--- config.mk ---
export PLATFORM = sky130hd
export DESIGN_NAME = stream_packer
export DESIGN_NICKNAME = d
export VERILOG_FILES = /design/src/rtl/stream_packer.sv
export SDC_FILE = /design/constraint.sdc
export NUM_CORES = 1
export LEC_CHECK = 0
export BUFFER_PORTS_ARGS = -buffer_cell sky130_fd_sc_hd__clkbuf_2
export CAP_MARGIN = 40
export CORE_MARGIN = 2
export CORE_UTILIZATION = 50
export CTS_CLUSTER_SIZE = 16
export DETAILED_ROUTE_END_ITERATION = 7
export MAX_ROUTING_LAYER = met4
export PLACE_DENSITY = 0.73
export SYNTH_ARGS = -nofsm -noshare
export SYNTH_HDL_FRONTEND = slang
export SYNTH_SLANG_ARGS = --single-unit
--- constraint.sdc ---
create_clock -name i_clock -period 2.2 [get_ports i_clock]
set_clock_uncertainty 0.1 [all_clocks]
set_input_delay 0.11 -clock i_clock [delete_from_list [all_inputs] [get_ports i_clock]]
set_output_delay 0.11 -clock i_clock [all_outputs]
set_load 0.02 [all_outputs]
--- src/rtl/stream_packer.sv ---
`timescale 1ns/1ps
`default_nettype none
// ============================================================================
// Module      : stream_packer
// Description : Packs RATIO WIDTH-bit valid/ready beats into one wide beat;
//               an input last flag flushes a partial word early.
//               Optional macro STREAM_PACKER_MSB_FIRST_EN puts the first beat
//               in the most significant slot.
// Revision    : 1.0 - initial release
// ============================================================================
module stream_packer #(
   parameter int WIDTH = 16,
   parameter int RATIO = 2
) (
   input  logic                   i_clock,
   input  logic                   i_reset_n,
   input  logic [WIDTH-1:0]       i_in_data,
   input  logic                   i_in_valid,
   input  logic                   i_in_last,
   output logic                   o_in_ready,
   output logic [WIDTH*RATIO-1:0] o_out_data,
   output logic [RATIO-1:0]       o_out_keep,
   output logic                   o_out_last,
   output logic                   o_out_valid,
   input  logic                   i_out_ready
);

   localparam int c_CNT_W = (RATIO < 2) ? 1 : $clog2(RATIO);

   generate
      if (RATIO < 2) begin : g_ratio_check
         $error("stream_packer: RATIO must be >= 2");
      end
   endgenerate

   logic [WIDTH*RATIO-1:0] r_acc;
   logic [RATIO-1:0]       r_acc_keep;
   logic [c_CNT_W-1:0]     r_cnt;
   logic [WIDTH*RATIO-1:0] r_out_data;
   logic [RATIO-1:0]       r_out_keep;
   logic                   r_out_last;
   logic                   r_out_valid;

   logic                   w_in_ready;
   logic                   w_in_fire;
   logic                   w_out_fire;
   logic                   w_complete;
   logic [c_CNT_W-1:0]     w_slot;
   logic [WIDTH*RATIO-1:0] w_merged_data;
   logic [RATIO-1:0]       w_merged_keep;

   // Ready must never look at i_in_valid; the downstream skid breaks this path.
   assign w_in_ready = !r_out_valid | i_out_ready;
   assign w_in_fire  = i_in_valid & w_in_ready;
   assign w_out_fire = r_out_valid & i_out_ready;
   assign w_complete = (r_cnt == c_CNT_W'(RATIO - 1)) | i_in_last;

`ifdef STREAM_PACKER_MSB_FIRST_EN
   assign w_slot = c_CNT_W'(RATIO - 1) - r_cnt;
`else
   assign w_slot = r_cnt;
`endif

   always_comb begin
      w_merged_data = r_acc;
      w_merged_data[w_slot*WIDTH +: WIDTH] = i_in_data;
      w_merged_keep = r_acc_keep | (RATIO'(1) << w_slot);
   end

   always_ff @(posedge i_clock or negedge i_reset_n) begin
      if (!i_reset_n) begin
         r_acc       <= '0;
         r_acc_keep  <= '0;
         r_cnt       <= '0;
         r_out_data  <= '0;
         r_out_keep  <= '0;
         r_out_last  <= 1'b0;
         r_out_valid <= 1'b0;
      end else begin
         if (w_in_fire && w_complete) begin
            // Completing beat reloads the output even if it is being accepted now.
            r_out_data  <= w_merged_data;
            r_out_keep  <= w_merged_keep;
            r_out_last  <= i_in_last;
            r_out_valid <= 1'b1;
            r_acc       <= '0;
            r_acc_keep  <= '0;
            r_cnt       <= '0;
         end else begin
            if (w_in_fire) begin
               r_acc      <= w_merged_data;
               r_acc_keep <= w_merged_keep;
               r_cnt      <= r_cnt + c_CNT_W'(1);
            end
            if (w_out_fire) begin
               r_out_valid <= 1'b0;
            end
         end
      end
   end

   assign o_in_ready  = w_in_ready;
   assign o_out_data  = r_out_data;
   assign o_out_keep  = r_out_keep;
   assign o_out_last  = r_out_last;
   assign o_out_valid = r_out_valid;

endmodule
`default_nettype wire

==> impl_results.md, run 1 <==
* Synth-to-layout area growth at 23.6%
* CTS resizes at 0
* Clock Power Share at about a quarter
* Number of global-route vias before repair at approximately 2k
* Total Routing Usage GR at approximately 20%
* FMAX at ~590 MHz
* Vias per cell at between 5 and 6
* Grt ovf at 0
* Final min period at 1690 ps
* Worst setup path class: reg2reg
* Netlist Area Pre-Place at 0.00307 mm^2
* Reg-to-Reg End: o_out_data[16]$_DFFE_PN0P_
* Core area at roughly 0.006 mm^2
* Drt total wl at roughly 6000 um
* Top Usage Layer GRT: met1
* Crit. End Element: flip-flop
* Site Rows at 28
* Avg WL per Cell at about 15 um
* Largest net degree at the start of global routing at between 40 and 50
* IO Port Bufs at 57
* CP required at 2310 ps
* Final setup violation count at 0
* Htree depth at 3
* # DRC at 0
* Hold crit path type: in2reg
* Yosys reg bits at a little over 70
* Worst VDD drop at 0.603 mV
* CTS Buf Count at 9
* Status: complete, no violations
* Syn nets at about 250
* Largest stage delay, worst path at roughly 410 ps
* Sw frac at between 30% and 40%
* P_int at 2.61 mW
* Initial Utilization at between 50% and 60%
* Die Y at just over 80 um
* Sequential power share at between 40% and 50%
* Worst hold start: i_in_last
* Comb pwr share at roughly 31%
* Final Net Count at ~330
* Worst slew pin tran at 717 ps
* Minimum hold slack at between 15 and 20 ps
* Reg-to-reg setup timing slack at between 500 and 600 ps
* Final Hold Vio Count at 0
* Period utilization at ~77%
* GR Util met2 at between 20 and 30%
* WHS Endpoint: o_out_last$_DFFE_PN0P_
* GR Layer Usage met1 at approximately 28%
* Unrepaired setup endpoints after global routing: no
* Worst-path clk slew at around 70 ps
* Die width at 82.3 um
* Clock sinks at 71
* Antenna Nets Post-Route at 0
* CP max FO at 27
* Ys Warns at 0
* Critical path arrival at between 1500 and 2000 ps
* Layout cells sized above 1 at approximately 34%
* Worst path bufs/invs at 1
* Post-DP HPWL at about 3700 um
* Max-slew violations at 0
* Worst Hold Depth at 2
* Clock root cell: clkbuf_8
* Initial antenna violation count at 0
* Clk Latency, worst-skew pair at 330 ps
* Io pins at 58
* Via count at 1998
* Startpoint class of the critical path: flip-flop
* Power, Total at slightly below 4 mW
* Placement Cell Area at around 0.0034 mm^2
* CTS tree: built
* Longest Clk Path Bufs at 2
* Slew HR at ~52%
* Switching pwr at ~1.3 mW
* Final Util at between 60% and 70%
* Reg-to-Reg Start: r_cnt$_DFFE_PN0P_
* Post-synth ARST share at 100%
* DIE AREA at ~0.0068 mm^2
* Leakage Power at roughly 1.9 nW
* Number of diodes at 0
* First-pass GRT wire length at 9770 um
* Routability Congestion at around 0.77
* Reg2Reg Depth at 3
* Post-synthesis sequential area ratio at 57.9%
* Slowest CP cell: dfrtp_1
* CP Cell Sequence: buf_4 > mux2_1 > mux2_1
* Gate family responsible for the most delay along the worst path: multiplexers
* CP most frequent cell: mux2_1
* Max_cap viols at 0
* TNS Setup at 0 ps
* Main flop type after synthesis: dfrtp_1
* Cell area after layout at 0.00379 mm^2
* DRT iter0 DRCs at 65
* Yosys cell types at 22
* Power per Cell Area at slightly above 1000 mW/mm^2
* Pre-Repair DR Iteration Count at 4
* Mapped Cells at roughly 230
* Synthesized area per cell at approximately 13 um^2
* Number of synthesized flops with an enable pin at 0
* Met3 usage at roughly 5.7%
==> worst register-to-register path: stages, from the launching register on <==
cell     delay [ps]
dfrtp_1         410
buf_4           380
mux2_1          370
mux2_1          300
==> Yosys cell counts, types with 4 or more instances <==
master	number	share of area [%]
mux2_2	25	9.2
dfrtp_1	71	58
buf_2	6	0.98
clkbuf_1	4	0.49
mux2_1	41	15
nand4_1	16	3.3
and2_1	18	3.7
o21ai_0	16	2.6
buf_6	4	1.5
inv_1	18	2.2
==> layout make-up <==
| class | instances | area, um^2 |
|---|---|---|
| Sequential cell | 71 | 1780 |
| Clock buffer | 15 | 176 |
| Tap cell | 75 | 93.8 |
| Multi-Input combinational cell | 126 | 1120 |
| Inverter | 18 | 67.6 |
| Fill cell | 456 | 2130 |
| Timing Repair Buffer | 84 | 556 |
==> stage by stage <==
step | cells | setup WS (ps)
2_1_floorplan | 231 | 656
3_3_place_gp | 357 | 556
3_5_place_dp | 357 | 533
4_1_cts | 389 | 515
5_1_grt | 389 | 430
6_report | 389 | 514
==> how the worst max path moves through the flow <==
stage	start	to	slack, ps	depth (start not counted)
floorplan	r_cnt$_DFFE_PN0P_	o_out_data[10]$_DFFE_PN0P_	660	5
global placement	r_cnt$_DFFE_PN0P_	o_out_data[26]$_DFFE_PN0P_	560	3
detailed placement	r_cnt$_DFFE_PN0P_	o_out_data[9]$_DFFE_PN0P_	530	3
CTS	o_out_valid$_DFFE_PN0P_	o_in_ready	520	3
global route	o_out_valid$_DFFE_PN0P_	o_out_data[16]$_DFFE_PN0P_	430	4
finish	r_cnt$_DFFE_PN0P_	o_out_data[16]$_DFFE_PN0P_	510	3
==> cell usage in the layout, fill, tap and decap left out, drive strengths merged <==
cell type    instances
dfrtp               71
and2                18
nor2                 2
nand2                1
nand2b               1
o22a                 1
dlygate4sd3         17
nand4               16
a41oi                1
o21ai               16
nand3                1
inv                 18
nand3b               1
a2bb2oi              1
a22o                 1
buf                 11
mux2                66
clkbuf              71
==> kinds of logic after synthesis <==
logic type | count (synthesis) | synth area share (%)
simple gates | 40 | 8.57
buf+inv | 34 | 5.51
flops | 71 | 57.9
compound gates | 20 | 3.75
mux | 66 | 24.2
==> power by group through the flow <==
stage	clock, mW	sequential, mW	combinational (mW)
finish	0.942	1.74	1.22
CTS	0.952	1.74	1.24
global placement	0	1.76	1.19
global route	1.02	1.78	1.33
detailed placement	0	1.77	1.21
floorplan	0	2.04	0.525
==> registers in the layout (all words and copies together), names as in the netlist <==
signal and count:
o_out_data 32, r_acc 32, o_out_keep 2, r_acc_keep 2
o_out_last 1, o_out_valid 1, r_cnt 1
==> metal layers <==
layer  up-vias  wire (um)
met5         -          0
met4         0        102
met3         7        337
met2        53       2510
met1       977       2880
li1        961          -
==> repair_timing <==
item                       4_1_cts  5_1_grt
hold endpoints to repair        45        0
setup endpoints to repair        0        0
buffers inserted                 0        0
hold buffers                    17        0
Power figures use the tool's default switching activity.
==> run 2, diff against run 1 <==
--- a/config.mk
+++ b/config.mk
@@ -8,11 +8,11 @@
 export BUFFER_PORTS_ARGS = -buffer_cell sky130_fd_sc_hd__clkbuf_2
 export CAP_MARGIN = 40
 export CORE_MARGIN = 2
-export CORE_UTILIZATION = 50
+export CORE_UTILIZATION = 49
 export CTS_CLUSTER_SIZE = 16
 export DETAILED_ROUTE_END_ITERATION = 7
 export MAX_ROUTING_LAYER = met4
-export PLACE_DENSITY = 0.73
+export PLACE_DENSITY = 0.75
 export SYNTH_ARGS = -nofsm -noshare
 export SYNTH_HDL_FRONTEND = slang
 export SYNTH_SLANG_ARGS = --single-unit
==> constraint.sdc (replaced) <==
create_clock -name i_clock -period 1.4 [get_ports i_clock]
set_clock_uncertainty 0.1 [all_clocks]
set_input_delay 0.07 -clock i_clock [delete_from_list [all_inputs] [get_ports i_clock]]
set_output_delay 0.07 -clock i_clock [all_outputs]
set_load 0.02 [all_outputs]
==> run 2 against run 1 <==
Effect of this change:
- the run now ends with negative setup slack left
- power up 71%
- count of clock-buffer cells in the layout down 4
- critical path depth up 1
- maximum frequency up 12%
- global-route usage down 0.22 points
- register-to-register slack worse by 620 ps
- first-iteration DRC count up 77%
- wire length up 6.1%
- non-clock buffer count up 10
- via count up 5.0%
- die area up 1.9%
- largest cell class unchanged
- largest power group unchanged
==> impl_results.md, run 2 (synthesized netlist as in run 1, its figures left out) <==
* Status: complete, but fails checks (was complete, no violations)
* Failing checks: negative setup slack
* Wire length on met3 at 227 um (was 337 um)
* Core area at 0.00599 mm^2 (was 0.00592 mm^2)
* CP Launch Point: r_cnt$_DFFE_PN0P_ (unchanged)
* Final worst setup slack at -106 ps (was 514 ps)
* Worst slew pin tran at 540 ps (was 717 ps)
* Reg-to-Reg End: o_out_data[14]$_DFFE_PN0P_ (was o_out_data[16]$_DFFE_PN0P_)
* Layout cells sized above 1 at 37.3% (was 33.8%)
* Pre-Repair DR Iteration Count at 4 (unchanged)
* Htree depth at 3 (unchanged)
* Routability Congestion at 0.718 (was 0.773)
* Io pins at 58 (unchanged)
* Vias per cell at 5.26 (was 5.14)
* Commonest cells after routing, fill and taps aside: dfrtp_1 (69), clkbuf_2 (56), mux2_1 (39) (was dfrtp_1 (71), clkbuf_2 (56), mux2_1 (41))
* Unrepaired setup endpoints after global routing: yes (was no)
* CP max FO at 27 (unchanged)
* Max_cap viols at 0 (unchanged)
* Detailed route wirelength on metal2 at 2950 um (was 2510 um)
* Number of global-route vias before repair at 2140 (was 2002)
* Setup repair bufs after CTS at 0 (unchanged)
* Clk Latency, worst-skew pair at 340 ps (was 330 ps)
* Post-DP HPWL at 4230 um (was 3720 um)
* Initial Utilization at 51.2% (was 51.8%)
* Die Y at 83.1 um (was 82.3 um)
* Top sig layer: met4 (unchanged)
* Largest net degree at the start of global routing at 28 (was 42)
* Power per Cell Area at 1680 mW/mm^2 (was 1030 mW/mm^2)
* Placed insts at 365 (was 357)
* IO Port Bufs at 57 (unchanged)
* Reg-to-reg setup timing slack at -110 ps (was 510 ps)
* Final Net Count at 341 (was 331)
* Max-slew violations at 0 (unchanged)
* Total Routing Usage GR at 19.9% (was 20.1%)
* CTS Buf Count at 9 (unchanged)
* CP endpoint: o_out_data[14]$_DFFE_PN0P_ (was o_out_data[16]$_DFFE_PN0P_)
* Most common cell after layout, fill and taps aside: dfrtp_1 (unchanged)
* DRT iter0 DRCs at 115 (was 65)
* Final Instance Count excl. Fillers at 399 (was 389)
* Antenna Nets Post-Route at 0 (unchanged)
* Reg-to-Reg Start: r_cnt$_DFFE_PN0P_ (unchanged)
* FMAX at 664 MHz (was 593 MHz)
* Site Rows at 28 (unchanged)
* Die width at 83.1 um (was 82.3 um)
* Final Util at 66.3% (was 64.0%)
* Worst setup path class: reg2reg (unchanged)
* CTS tree: built (unchanged)
* Final Hold Vio Count at 0 (unchanged)
* Clock root cell: clkbuf_8 (unchanged)
* Critical path arrival at 1620 ps (was 1790 ps)
* Number of diodes at 0 (unchanged)
* Leakage Power at 1.98 nW (was 1.89 nW)
* Period utilization at 108% (was 76.6%)
* Initial antenna violation count at 0 (unchanged)
* Grt ovf at 0 (unchanged)
* Synth-to-layout area growth at 29.5% (was 23.6%)
* Slew HR at 64.0% (was 52.2%)
* Clock sinks at 71 (unchanged)
* Worst-path clk slew at 70 ps (about the same)
* Reg2Reg Depth at 4 (was 3)
* Via count at 2097 (was 1998)
* DIE AREA at 0.00691 mm^2 (was 0.00678 mm^2)
* WL met1 at 2970 um (was 2880 um)
* Startpoint class of the critical path: flip-flop (unchanged)
* Final min period at 1510 ps (was 1690 ps)
* First-pass GRT wire length at 10600 um (was 9770 um)
* Hold crit path type: in2reg (unchanged)
* Longest Clk Path Bufs at 2 (unchanged)
* Crit. End Element: flip-flop (unchanged)
* Worst VDD drop at 0.922 mV (was 0.603 mV)
* CP required at 1520 ps (was 2310 ps)
* # DRC at 0 (unchanged)
* Final setup violation count at 33 (was 0)
* Avg WL per Cell at 15.5 um (was 15.0 um)
* Drt total wl at 6190 um (was 5830 um)
run 2: cell types whose count changed in the layout (fill, tap and decap cells not counted), moves of 2 or more:
cell	delta
buf_12	+2
mux2_1	-2
buf_6	+2
dfrtp_2	+2
mux2_4	+2
clkbuf_8	-3
bufinv_16	+3
buf_4	+4
dfrtp_1	-2
dlygate4sd3_1	+2
run 2: worst min path at each step:
stage | start | endpoint | slack, ps | cells after the start
final | i_in_last | o_out_keep[1]$_DFFE_PN0P_ | 130 | 3
after global routing | i_in_last | o_out_keep[1]$_DFFE_PN0P_ | 140 | 3
after CTS | i_in_last | o_out_keep[1]$_DFFE_PN0P_ | 100 | 3
after detailed placement | i_reset_n | r_acc[0]$_DFFE_PN0P_ | -20 | 1
after global placement | i_reset_n | r_acc[0]$_DFFE_PN0P_ | -20 | 1
after floorplan | i_reset_n | o_out_data[0]$_DFFE_PN0P_ | -330 | 0
run 2: what timing repair did:
item,4_1_cts,5_1_grt
setup endpoints to repair,33,34
hold buffers,19,0
gates resized for setup,3,1
hold endpoints to repair,101,0
run 2: critical path, cell delays in order (launching register included):
cell	delay, ps
dfrtp_2	460
nor2_4	110
nand3b_4	170
buf_12	190
mux2_1	340
run 2: report_power, final:
part / total (mW) / switching (mW) / internal [mW]
Sequential: 2.77 / 0.263 / 2.50
Clock: 1.89 / 0.715 / 1.17
Combinational: 2.03 / 1.12 / 0.906
Total: 6.68 / 2.10 / 4.58
run 2: final cells by class:
cell class | count | area [um^2]
fill | 451 | 2020
sequential | 71 | 1780
multi-input combinational | 126 | 1140
timing repair buffer | 94 | 668
clock buffer | 11 | 131
clock inverter | 4 | 95.1
tap | 75 | 93.8
inverter | 18 | 67.6
run 2: through the flow:
stage	total power, mW	setup slack (ps)	hold WS [ps]	setup TNS [ps]	cell area (um^2)
2_1_floorplan	4.06	-122	-326	-3560	3080
3_3_place_gp	4.73	-101	-21.8	-2170	3550
3_5_place_dp	4.79	-151	-22.1	-3270	3550
4_1_cts	6.76	-102	96.9	-2690	3970
5_1_grt	7.03	-150	143	-4200	3970
6_report	6.68	-106	127	-2660	3970
run 2: routing by layer:
layer	vias up	track usage [%]
met5	-	-
met4	0	7.30
met3	3	4.77
met2	52	29.1
met1	1059	27.2
li1	983	-
==> run 3, diff against run 2 <==
==> config.mk (replaced) <==
export PLATFORM = sky130hd
export DESIGN_NAME = stream_packer
export DESIGN_NICKNAME = d
export VERILOG_FILES = /design/src/rtl/stream_packer.sv
export SDC_FILE = /design/constraint.sdc
export NUM_CORES = 1
export LEC_CHECK = 0
export CAP_MARGIN = 40
export CORE_MARGIN = 2
export CORE_UTILIZATION = 50
export CTS_CLUSTER_SIZE = 16
export DETAILED_ROUTE_END_ITERATION = 7
export DONT_BUFFER_PORTS = 1
export MAX_ROUTING_LAYER = met4
export PLACE_DENSITY = 0.68
export SYNTH_ARGS = -nofsm -noshare
export SYNTH_HDL_FRONTEND = slang
export SYNTH_SLANG_ARGS = --single-unit
==> run 3 against run 2 <==
Effect of this change:
- worst setup slack better by 31 ps
- sequential share of layout area up 3.7 points
- the run ends with negative hold slack, negative setup slack left
- register-to-register slack better by 30 ps
- first-iteration DRC count fell by 25%
- cell count down 15%
- maximum frequency rose by 2.1%
- power shrank 10%
==> impl_results.md, run 3 (synthesized netlist as in run 1, its figures left out) <==
* Final worst setup slack at -74.9 ps (was -106 ps)
* Pre-Repair DR Iteration Count at 4 (unchanged)
* Reg-to-reg setup timing slack at -70 ps (was -110 ps)
* P_int at 4.00 mW (was 4.58 mW)
* Number of diodes at 0 (unchanged)
* Die width at 82.3 um (was 83.1 um)
* Largest net degree at the start of global routing at 72 (was 28)
* Htree depth at 3 (unchanged)
* Antenna Nets Post-Route at 0 (unchanged)
* Drt total wl at 5970 um (was 6190 um)
* CP Launch Point: r_cnt$_DFFE_PN0P_ (unchanged)
* Reg2Reg Depth at 4 (unchanged)
* Clock Power Share at 22.9% (was 28.3%)
* CP max FO at 16 (was 27)
* Final Hold Vio Count at 73 (was 0)
* Grt ovf at 0 (unchanged)
* Hold crit path type: in2async (was in2reg)
* Max-slew violations at 0 (unchanged)
* Final Util at 61.9% (was 66.3%)
* Avg WL per Cell at 17.7 um (was 15.5 um)
* Sequential power share at 54.9% (was 41.4%)
* CTS tree: built (unchanged)
* Status: complete, but fails checks (unchanged)
* Comb pwr share at 22.2% (was 30.3%)
* Switching pwr at 1.98 mW (was 2.10 mW)
* Placed insts at 304 (was 365)
* Clock sinks at 71 (unchanged)
* Initial antenna violation count at 0 (unchanged)
* # DRC at 0 (unchanged)
* Cell area after layout at 0.00367 mm^2 (was 0.00397 mm^2)
* Worst setup path class: reg2reg (unchanged)
* Longest Clk Path Bufs at 2 (unchanged)
* Clk Latency, worst-skew pair at 340 ps (about the same)
* Synth-to-layout area growth at 19.6% (was 29.5%)
* Initial Utilization at 51.8% (was 51.2%)
* IO Port Bufs at 0 (was 57)
* Total Routing Usage GR at 19.8% (was 19.9%)
* Final min period at 1470 ps (was 1510 ps)
* Core area at 0.00592 mm^2 (was 0.00599 mm^2)
* Power per Cell Area at 1630 mW/mm^2 (was 1680 mW/mm^2)
* Final Instance Count excl. Fillers at 338 (was 399)
* Routability Congestion at 0.702 (was 0.718)
* Slew HR at 53.3% (was 64.0%)
* TNS Setup at -1380 ps (was -2660 ps)
* Post-DP HPWL at 3620 um (was 4230 um)
* Reg-to-Reg End: o_out_data[11]$_DFFE_PN0P_ (was o_out_data[14]$_DFFE_PN0P_)
* Worst slew pin tran at 698 ps (was 540 ps)
* First-pass GRT wire length at 9530 um (was 10600 um)
* Final setup violation count at 32 (was 33)
* Minimum hold slack at -679 ps (was 127 ps)
* CTS Buf Count at 9 (unchanged)
* Site Rows at 28 (unchanged)
* Placement Cell Area at 0.00323 mm^2 (was 0.00355 mm^2)
* FMAX at 678 MHz (was 664 MHz)
* Number of global-route vias before repair at 1894 (was 2140)
* Sw frac at 33.2% (was 31.4%)
* Commonest cells after routing, fill and taps aside: dfrtp_1 (69), mux2_1 (25), mux2_4 (23) (was dfrtp_1 (69), clkbuf_2 (56), mux2_1 (39))
* Reg-to-Reg Start: r_cnt$_DFFE_PN0P_ (unchanged)
* Clock root cell: clkbuf_8 (unchanged)
* Period utilization at 105% (was 108%)
* Final Net Count at 281 (was 341)
* Startpoint class of the critical path: flip-flop (unchanged)
* DRT iter0 DRCs at 86 (was 115)
* Leakage Power at 1.78 nW (was 1.98 nW)
* Vias per cell at 5.36 (was 5.26)
* Via count at 1813 (was 2097)
* Crit. End Element: flip-flop (unchanged)
* Worst-path clk slew at 70 ps (about the same)
* Worst VDD drop at 0.796 mV (was 0.922 mV)
* DP Worst Slack at -78.4 ps (was -151 ps)
* DIE AREA at 0.00678 mm^2 (was 0.00691 mm^2)
* CP required at 1530 ps (was 1520 ps)
* Layout cells sized above 1 at 28.5% (was 37.3%)
* Unrepaired setup endpoints after global routing: yes (unchanged)
* Most common cell after layout, fill and taps aside: dfrtp_1 (unchanged)
* Die Y at 82.3 um (was 83.1 um)
* Io pins at 58 (unchanged)
* Critical path arrival at 1600 ps (was 1620 ps)
* Failing checks: negative hold slack, negative setup slack (was negative setup slack)
* Max_cap viols at 0 (unchanged)
* Power, Total at 5.98 mW (was 6.68 mW)
[run 3: worst max path at each step]
stage	end	slack (ps)	cells past startpoint
CTS	o_out_data[30]$_DFFE_PN0P_	-80	3
detailed placement	o_out_data[2]$_DFFE_PN0P_	-80	3
global placement	o_out_data[2]$_DFFE_PN0P_	-50	3
global route	o_out_data[11]$_DFFE_PN0P_	-130	4
finish	o_out_data[11]$_DFFE_PN0P_	-70	4
floorplan	o_out_data[10]$_DFFE_PN0P_	-120	5
[run 3: power by group through the flow]
stage / Combinational [mW] / Sequential, mW / Clock (mW)
finish: 1.33 / 3.28 / 1.37
global route: 1.43 / 3.34 / 1.50
CTS: 1.30 / 3.29 / 1.41
detailed placement: 1.06 / 3.31 / 0
global placement: 1.03 / 3.31 / 0
floorplan: 0.849 / 3.21 / 0
[run 3: layout make-up]
type | instances | area, um^2
clock inverter | 2 | 10.0
tap | 75 | 93.8
sequential | 71 | 1780
fill | 476 | 2250
clock buffer | 12 | 145
inverter | 18 | 67.6
timing repair buffer | 34 | 354
multi-input combinational | 126 | 1220
[run 3: routing by layer]
layer / up-vias / wire length [um] / GRT usage, %
met4: 0 / 110 / 9.00
met2: 50 / 2710 / 28.6
met5: - / 0 / -
met1: 897 / 2770 / 26.2
met3: 12 / 378 / 5.43
li1: 854 / - / -
[run 3: worst max-delay path, cell delays in order (launching register included)]
cell	delay [ps]
dfrtp_2	450
nor2_4	100
nand3b_4	210
buf_12	180
mux2_2	330
[run 3: timing repair]
action                     4_1_cts  5_1_grt
hold endpoints to repair       124       90
pin swaps                        0        1
resized for setup               18        5
buffers inserted                 2        0
setup endpoints to repair       32       38
gates cloned                     0        0
hold buffers                    17        1
